### config.mk
export PLATFORM = sky130hd
export DESIGN_NAME = pipe_add_sub
export DESIGN_NICKNAME = d
export VERILOG_FILES = /design/src/rtl/add_sub_pkg.sv /design/src/rtl/add_sub_slice.sv /design/src/rtl/pipe_add_sub.sv
export SDC_FILE = /design/constraint.sdc
export NUM_CORES = 1
export LEC_CHECK = 0
export ABC_AREA = 0
export BUFFER_PORTS_ARGS = -buffer_cell sky130_fd_sc_hd__clkbuf_2
export CORE_MARGIN = 5
export CORE_UTILIZATION = 57
export DETAILED_ROUTE_END_ITERATION = 10
export PLACE_DENSITY = 0.9
export SYNTH_ARGS = -nofsm -noshare
export SYNTH_HDL_FRONTEND = slang
export SYNTH_SLANG_ARGS = --single-unit
### constraint.sdc
create_clock -name clk -period 8.3 [get_ports clk]
set_clock_uncertainty 0.2 [all_clocks]
set_input_delay 0.83 -clock clk [delete_from_list [all_inputs] [get_ports clk]]
set_output_delay 0.83 -clock clk [all_outputs]
set_load 0.05 [all_outputs]
### src/rtl/add_sub_pkg.sv
// Shared constants and operation encoding for the pipelined adder/subtractor.
package add_sub_pkg;

  localparam int DEF_WIDTH  = 32;
  localparam int DEF_STAGES = 4;

  typedef enum logic {
    OP_ADD = 1'b0,
    OP_SUB = 1'b1
  } op_e;

endpackage

### src/rtl/add_sub_slice.sv
// Combinational CW-bit chunk adder; also exposes the carry into its top bit
// so the final chunk can derive signed overflow.
module add_sub_slice #(
  parameter int CW = 8
) (
  input  logic [CW-1:0] a,
  input  logic [CW-1:0] b,
  input  logic          ci,
  output logic [CW-1:0] s,
  output logic          co,
  output logic          cm
);

  assign {co, s} = {1'b0, a} + {1'b0, b} + {{CW{1'b0}}, ci};
  assign cm      = a[CW-1] ^ b[CW-1] ^ s[CW-1];

endmodule

### src/rtl/pipe_add_sub.sv
// Carry-pipelined WIDTH-bit add/subtract: one CW-bit chunk resolved per stage,
// operands skewed through the stage registers, whole-pipe stall on backpressure.
module pipe_add_sub
  import add_sub_pkg::*;
#(
  parameter int WIDTH  = DEF_WIDTH,
  parameter int STAGES = DEF_STAGES
) (
  input  logic             clk,
  input  logic             rst,
  input  logic             in_valid,
  output logic             in_ready,
  input  logic [WIDTH-1:0] a,
  input  logic [WIDTH-1:0] b,
  input  logic             sub,
  input  logic             cin,
  output logic             out_valid,
  input  logic             out_ready,
  output logic [WIDTH-1:0] sum,
  output logic             cout,
  output logic             ovf,
  output logic             zero
);

  localparam int CW = WIDTH / STAGES;

  typedef struct packed {
    logic             v;
    logic [WIDTH-1:0] a;
    logic [WIDTH-1:0] b;
    logic [WIDTH-1:0] s;
    logic             c;
    logic             ovf;
    logic             z;
  } stage_t;

  op_e    op;
  logic   stall;
  stage_t head;
  stage_t st_q [STAGES];
  stage_t nxt  [STAGES];

  assign op       = op_e'(sub);
  assign stall    = st_q[STAGES-1].v & ~out_ready;
  assign in_ready = ~rst & ~stall;

  // Subtraction is A + ~B + 1; cin acts as borrow-in, hence the XOR.
  always_comb begin
    head   = '0;
    head.v = in_valid;
    head.a = a;
    head.b = (op == OP_SUB) ? ~b : b;
    head.c = (op == OP_SUB) ^ cin;
  end

  for (genvar k = 0; k < STAGES; k++) begin : gen_stage
    stage_t          src;
    stage_t          upd;
    logic [CW-1:0]   s_k;
    logic            co_k;
    logic            cm_k;

    if (k == 0) begin : g_head
      assign src = head;
    end else begin : g_tail
      assign src = st_q[k-1];
    end

    add_sub_slice #(.CW(CW)) u_slice (
      .a  (src.a[k*CW +: CW]),
      .b  (src.b[k*CW +: CW]),
      .ci (src.c),
      .s  (s_k),
      .co (co_k),
      .cm (cm_k)
    );

    always_comb begin
      upd                = src;
      upd.s[k*CW +: CW]  = s_k;
      upd.c              = co_k;
      upd.ovf            = cm_k ^ co_k;
      upd.z              = (upd.s == '0);
    end

    assign nxt[k] = upd;
  end

  always_ff @(posedge clk or posedge rst) begin
    if (rst) begin
      for (int k = 0; k < STAGES; k++) st_q[k] <= '0;
    end else if (!stall) begin
      for (int k = 0; k < STAGES; k++) st_q[k] <= nxt[k];
    end
  end

  assign out_valid = st_q[STAGES-1].v;
  assign sum       = st_q[STAGES-1].s;
  assign cout      = st_q[STAGES-1].c;
  assign ovf       = st_q[STAGES-1].ovf;
  assign zero      = st_q[STAGES-1].z;

endmodule

# Word level (Yosys, flattened, before mapping)
# Cells that the tools add are included.
# word_totals
ff_bits	282
in_bits	70
elab_cells	40
# classes
addsub	8
mux	1
n_bitwise	10
reduce_logical	1
# ops
operator	n
$add A8 B8 Y9	4
$add A9 B1 Y9	4
$logic_not A32 Y1	1
$mux W32	1
$not A32 Y32	1
$xor A1 B1 Y1	4
$not A1 Y1	3
$and A1 B1 Y1	2

# Depth between registers and ports, before layout
# Gate-level depths: netlist of run 1.
# depth
depth_word	4
ltp_mapped	11

# By module
# Synthesis of run 1 repeated with hierarchy kept, for this count alone.
# hier_totals
cells_unflattened	645
hier_area_um2	9285.2
# modules_own_cells
module	instances	cells_per_inst	area_each_um2	seq_area_each_um2
pipe_add_sub	1	473	7866.3	4654.5
add_sub_slice at gen_stage[2].u_slice ...	2	43	364.1	0.0
add_sub_slice at gen_stage[0].u_slice ...	2	43	345.3	0.0

# Worst setup path after synthesis of run 1
# OpenSTA, ideal clock, no wires.
# synth_path
kind	input to register
from	in sub
to	reg, netlist name gen_stage[1].src[2]
setup_time_ps	138
arrival_time_ps	3142
required_ps	7962
setup_slack_ps	4820
path_stages	11
path_buffers	2
cell_sequence	clkbuf_1 -> buf_2 -> xor2_1 -> fa_1 -> fa_1 -> a21o_1 -> a21oi_1 -> o21ai_0 -> and3b_1 -> o21ai_0 -> a31oi_1
# synth_via
elab_chain_len	3
# synth_lines
element	line	rtl
start, declared	pipe_add_sub.sv:15	input logic sub,
$mux W32	pipe_add_sub.sv:52	head.b = (op == OP_SUB) ? ~b : b;
$add A8 B8 Y9	add_sub_slice.sv:14	assign {co, s} = {1'b0, a} + {1'b0, b} + {{CW{1'b0}}, ci};
$add A9 B1 Y9 *	add_sub_slice.sv:14	
# Mark *: on every way between the ends. The rest lies on a longest branch, timed or not.
# A chain may end at the register's enable or synchronous reset.

# Final worst setup path of run 1
# layout_path
from	in sub
to	reg, netlist name gen_stage[1].src[2]
# layout_via
elab_chain_len	3
# layout_lines
element	line
$mux W32	pipe_add_sub.sv:52
$add A8 B8 Y9	add_sub_slice.sv:14
$add A9 B1 Y9 *	add_sub_slice.sv:14
# Marked as above.

==> flow_metrics.tcl, run 1 <==
set metrics [dict create \
    tightestPinTransition_ps 896 \
    critical_path_class "in -> reg" \
    numCtsBuffers 17 \
    synth_area_um2 8460 \
    multi_input_area_um2 3560 \
    place_congestion 0.915 \
    drt_pass1_iterations 4 \
    final_core_util 0.665 \
    start_util 0.582 \
    pre_cts_ws_ps 4520 \
    first_iter_violations 510 \
    synth_cell_types 38 \
    max_freq_mhz 299 \
    post_cts_buffers 0 \
    cts_max_level 4 \
    coreArea_um2 14500 \
    drt_wl_total_um 17100 \
    antenna_cells 0 \
    route.detailed.drc 0 \
    final_hold_viol_count 0 \
    num_vias 6249 \
    max-cap-violations 0 \
    design.portCount 107 \
    io_buffers 106 \
    antenna_left 0 \
    ys_warn_count 0 \
    syn_nets 1037 \
    cp_max_fo 33 \
    fillCellCount 1125 \
    vdd.ir_drop.worst_mv 0.201 \
    syn_avg_cell_area_um2 9.09 \
    status "finished, final reports clean" \
    grt_pass1_vias 6120 \
    crit_arrival_ps 3420 \
    clock_latency_ps 430 \
    yosysSeqAreaShare 0.550 \
    cp.required_ps 8380 \
    post_cts_resize_count 0 \
    fp.dieW_um 132 \
    layout.cells.non_filler 1210 \
    min_path_type "reg -> reg" \
    totalNegativeSetupSlack_ps 0 \
    min_period_ps 3340 \
    track_usage 0.203 \
    nNetsFinal 1121 \
    synth_flop_cell "dfrtp_1" \
    viasPerCell 5.16 \
    root_buffer "clkbuf_16" \
    p_per_area_nw_per_um2 417 \
    fin_crit_sh 0.403 \
    wl_per_cell_um 14.2 \
    row_count 44 \
    dpl.cell_count 1180 \
    synth_edf_count 0 \
    synthCells 931 \
    hpwl_um 11400 \
    die_h_um 132 \
    register_area_um2 4650 \
    drive_gt1_frac 0.143 \
    ctsHoldBuffers 0 \
    clk_pin_slew_ps 70 \
    setup_viol 0 \
    gr-total-overflow 0 \
    synthArstFlopShare 1.00 \
    grt_max_degree 212 \
    rsz0062_at_grt "no" \
    start_kind "input port" \
    antenna_found_initial 0 \
    leakage_nw 5.01 \
    die_area_um2 17400 \
    slew_headroom 0.403 \
    synth_seq_cells 186 \
    cts_tree "yes" \
    cp-end-kind "flop" \
    worst_slack_ps 4960 \
    slew_viol_final 0 \
    cts_sinks 186 \
    clockBufferDepth 2 \
    grt_pass1_wl_um 29300 \
    syn2layout_area_growth_pct 14.3 \
]
worst paths after layout:
| check | startpoint | endpoint | slack (ps) | cells after the start |
|---|---|---|---|---|
| max | sub | gen_stage[1].src[2] | 4960 | 11 |
| min | gen_stage[3].src[99] | gen_stage[3].src[99] | 260 | 2 |
| max reg2reg | gen_stage[3].src[59] | ovf | 5550 | 9 |
| min reg2reg | gen_stage[3].src[99] | gen_stage[3].src[99] | 260 | 2 |
| max in group asynchronous | rst | gen_stage[1].src[95] | 6150 | 3 |
| min in group asynchronous | rst | sum[7] | 360 | 2 |
area by class of cell:
cell class | count | share of cell area
Clock inverter | 9 | 0.0120
Timing Repair Buffer | 110 | 0.0593
Multi-Input combinational cell | 679 | 0.368
Tap cell | 184 | 0.0238
Inverter | 21 | 0.00893
Sequential cell | 186 | 0.481
Clock buffer | 21 | 0.0466
through the flow:
| stage | power (mW) | hold WS [ps] | cell area (um2) |
|---|---|---|---|
| 5_1_grt | 4.32 | 283 | 9670 |
| 3_5_place_dp | 3.23 | 245 | 9100 |
| 4_1_cts | 4.05 | 262 | 9670 |
| 6_report | 4.03 | 261 | 9670 |
| 2_1_floorplan | 2.81 | 230 | 8460 |
| 3_3_place_gp | 3.15 | 241 | 9100 |
synthesized netlist by cell type (all sizes together) (3+ instances only):
library cell | number | area share
nand2 | 421 | 0.19
dfrtp | 186 | 0.55
o21ai | 50 | 0.030
clkbuf | 32 | 0.014
xnor2 | 32 | 0.033
nor2 | 31 | 0.014
ha | 28 | 0.041
inv | 21 | 0.0093
xor2 | 17 | 0.018
a21oi | 14 | 0.0083
buf | 13 | 0.0077
nor3 | 11 | 0.0065
o31ai | 10 | 0.0089
o21a | 9 | 0.0080
fa | 8 | 0.019
nor4 | 5 | 0.0037
o21bai | 5 | 0.0044
a211oi | 4 | 0.0041
a21o | 4 | 0.0035
a31oi | 4 | 0.0030
nor2b | 4 | 0.0038
and3b | 3 | 0.0031
or3 | 3 | 0.0022
report_power, final:
group          internal (mW)  leakage [nW]  switching (mW)
Combinational          0.574          2.49            1.10
Clock                  0.452         0.280           0.336
Sequential              1.31          2.25           0.258
logic make-up (layout without fill, tap and decap cells):
family / Yosys count / count (layout) / share of synthesized area
flops: 186 / 186 / 0.550
buf+inv: 66 / 161 / 0.0312
mux: 1 / 1 / 0.00133
compound gates: 107 / 107 / 0.0801
simple gates: 486 / 486 / 0.226
fa+ha+maj: 36 / 36 / 0.0603
xor+xnor: 49 / 49 / 0.0507
registers in the layout, summed over array words and instances, names as in the netlist:
name / count
sum: 32
out_valid: 1
ovf: 1
cout: 1
zero: 1
gen_stage.src: 150
routing by layer:
layer	track usage	up-vias	share of wire
met1	0.289	2944	0.47
met3	0.0443	22	0.044
met5	0	-	0
met2	0.320	145	0.48
met4	0.0543	0	0.014
li1	-	3138	-
layout by cell type (no fill, tap or decap), types with 8 or more instances in the layout:
master / n
xor2_1: 17
clkbuf_2: 106
dfrtp_1: 186
fa_1: 8
o31ai_1: 10
a21oi_1: 14
nor2_1: 31
nor3_1: 11
clkbuf_16: 17
nand2_1: 421
inv_1: 20
o21a_1: 9
ha_1: 28
o21ai_0: 49
xnor2_1: 32
worst max-delay path, cell delays in order:
cell	delay (ps)
clkbuf_2	70
buf_4	440
xor2_1	170
fa_1	450
fa_1	410
a21o_1	170
a21oi_1	270
o21ai_0	120
and3b_1	200
o21ai_0	160
a31oi_1	100
Power figures use the tool's default switching activity.
==> run 2: changes to the inputs <==
- clock period: 8.3 -> 3.5 ns (I/O delays scaled with it)
==> run 2 against run 1 <==
  * Register-to-register slack got worse by 4800 ps
  * Cell count increased by 2.8%
  * Die area unchanged
  * Sequential share of layout area decreased by 1.9 points
  * Critical path type is now reg -> reg
  * Critical endpoint is now ovf
  * Largest cell class unchanged
  * Largest power group unchanged
==> flow_metrics.tcl, run 2 (synthesized netlist as in run 1, its figures left out) <==
set metrics [dict create \
    coreArea_um2 14500 \
    leakage_nw 5.17 \
    cp_max_fo 2 \
    cts_tree "yes" \
    grt_pass1_wl_um 30700 \
    status "finished, final reports clean" \
    pre_cts_ws_ps 467 \
    track_usage 0.214 \
    wl_per_cell_um 14.4 \
    cp-end-kind "flop" \
    fp.dieW_um 132 \
    die_h_um 132 \
    slew_viol_final 0 \
    drt_wl_total_um 17900 \
    antenna_left 0 \
    setup_viol 0 \
    p_per_area_nw_per_um2 974 \
    clockBufferDepth 2 \
    root_buffer "clkbuf_16" \
    whs_ps 8.36 \
    first_iter_violations 383 \
    cts_sinks 186 \
    largest_reg_flops 150 \
    max-cap-violations 0 \
    tightestPinTransition_ps 757 \
    critical_path_class "reg -> reg" \
    post_cts_buffers 0 \
    grt_pass1_vias 6428 \
    clk_pin_slew_ps 70 \
    antenna_cells 0 \
    max_freq_mhz 361 \
    min_path_cells 3 \
    grt_max_degree 117 \
    final_hold_viol_count 0 \
    drive_gt1_frac 0.148 \
    vdd.ir_drop.worst_mv 0.478 \
    numCtsBuffers 17 \
    post_cts_resize_count 0 \
    syn2layout_area_growth_pct 18.9 \
    num_vias 6483 \
    final_common_cell "nand2_1" \
    placed_area_um2 9170 \
    cts_max_level 4 \
    row_count 44 \
    rsz0062_at_grt "no" \
    totalNegativeSetupSlack_ps 0 \
    route.detailed.drc 0 \
    io_buffers 106 \
    fin_crit_sh 0.792 \
    worst_slack_ps 727 \
    crit_arrival_ps 2920 \
    design.portCount 107 \
    slew_headroom 0.494 \
    drt_pass1_iterations 5 \
    die_area_um2 17400 \
    min_path_type "in -> reg" \
    viasPerCell 5.21 \
    hpwl_um 12300 \
    place_congestion 0.913 \
    min_period_ps 2770 \
    final_cell_mix "421 x nand2_1, 186 x dfrtp_1, 106 x clkbuf_2" \
    start_kind "flop" \
    start_util 0.582 \
    cp.required_ps 3650 \
    clock_latency_ps 430 \
    nNetsFinal 1153 \
    gr-total-overflow 0 \
    final_core_util 0.692 \
    antenna_found_initial 0 \
    fin_area_um2 10100 \
    ff2ff_path_depth 9 \
]
[run 2: path summary, 6_finish.rpt]
path                       slack, ps                   end                  from
hold reg to reg                  270                sum[3]                sum[3]
setup reg to reg                 730                   ovf  gen_stage[3].src[59]
max in group asynchronous       1860  gen_stage[1].src[57]                   rst
setup / recovery                 730                   ovf  gen_stage[3].src[59]
hold / removal                     8  gen_stage[1].src[46]                 b[11]
min in group asynchronous        300                sum[4]                   rst
[run 2: power by group]
group | switching [mW] | internal [mW] | leakage (nW)
registers | 0.617 | 3.11 | 2.25
clock network | 0.824 | 1.22 | 0.301
logic | 2.63 | 1.40 | 2.63
[run 2: through the flow]
step	instances	total power, mW
final	1244	9.80
after global routing	1244	10.5
after CTS	1244	9.85
after detailed placement	1186	7.72
after global placement	1186	7.51
after floorplan	931	6.67
[run 2: critical path, stage by stage (launching register included)]
cell	delay [ps]
dfrtp_1	400
fa_1	470
inv_1	90
fa_1	240
nor2b_4	50
o2111a_2	270
a2111oi_0	450
nor3_1	180
xor2_1	170
a21oi_1	160
[run 2: area by class of cell]
| cell class | count | area, um2 |
|---|---|---|
| flip-flops and latches | 186 | 4650 |
| well taps | 184 | 230 |
| inverters | 21 | 82.6 |
| fillers | 1062 | 4470 |
| repair buffers | 142 | 903 |
| multi-input cells | 679 | 3560 |
| clock inverters | 13 | 188 |
| clock buffers | 19 | 443 |
[run 2: per-layer routing]
layer	GRT usage	vias to the layer above	part of all wire
met2	0.343	174	0.48
met4	0.0709	0	0.021
met5	0	-	0
met3	0.0462	31	0.050
li1	-	3213	-
met1	0.293	3065	0.45
[run 2: what timing repair did]
action / 4_1_cts / 5_1_grt
hold buffers: 26 / 0
endpoints found under the hold margin: 45 / 0
setup endpoints to repair: 0 / 0
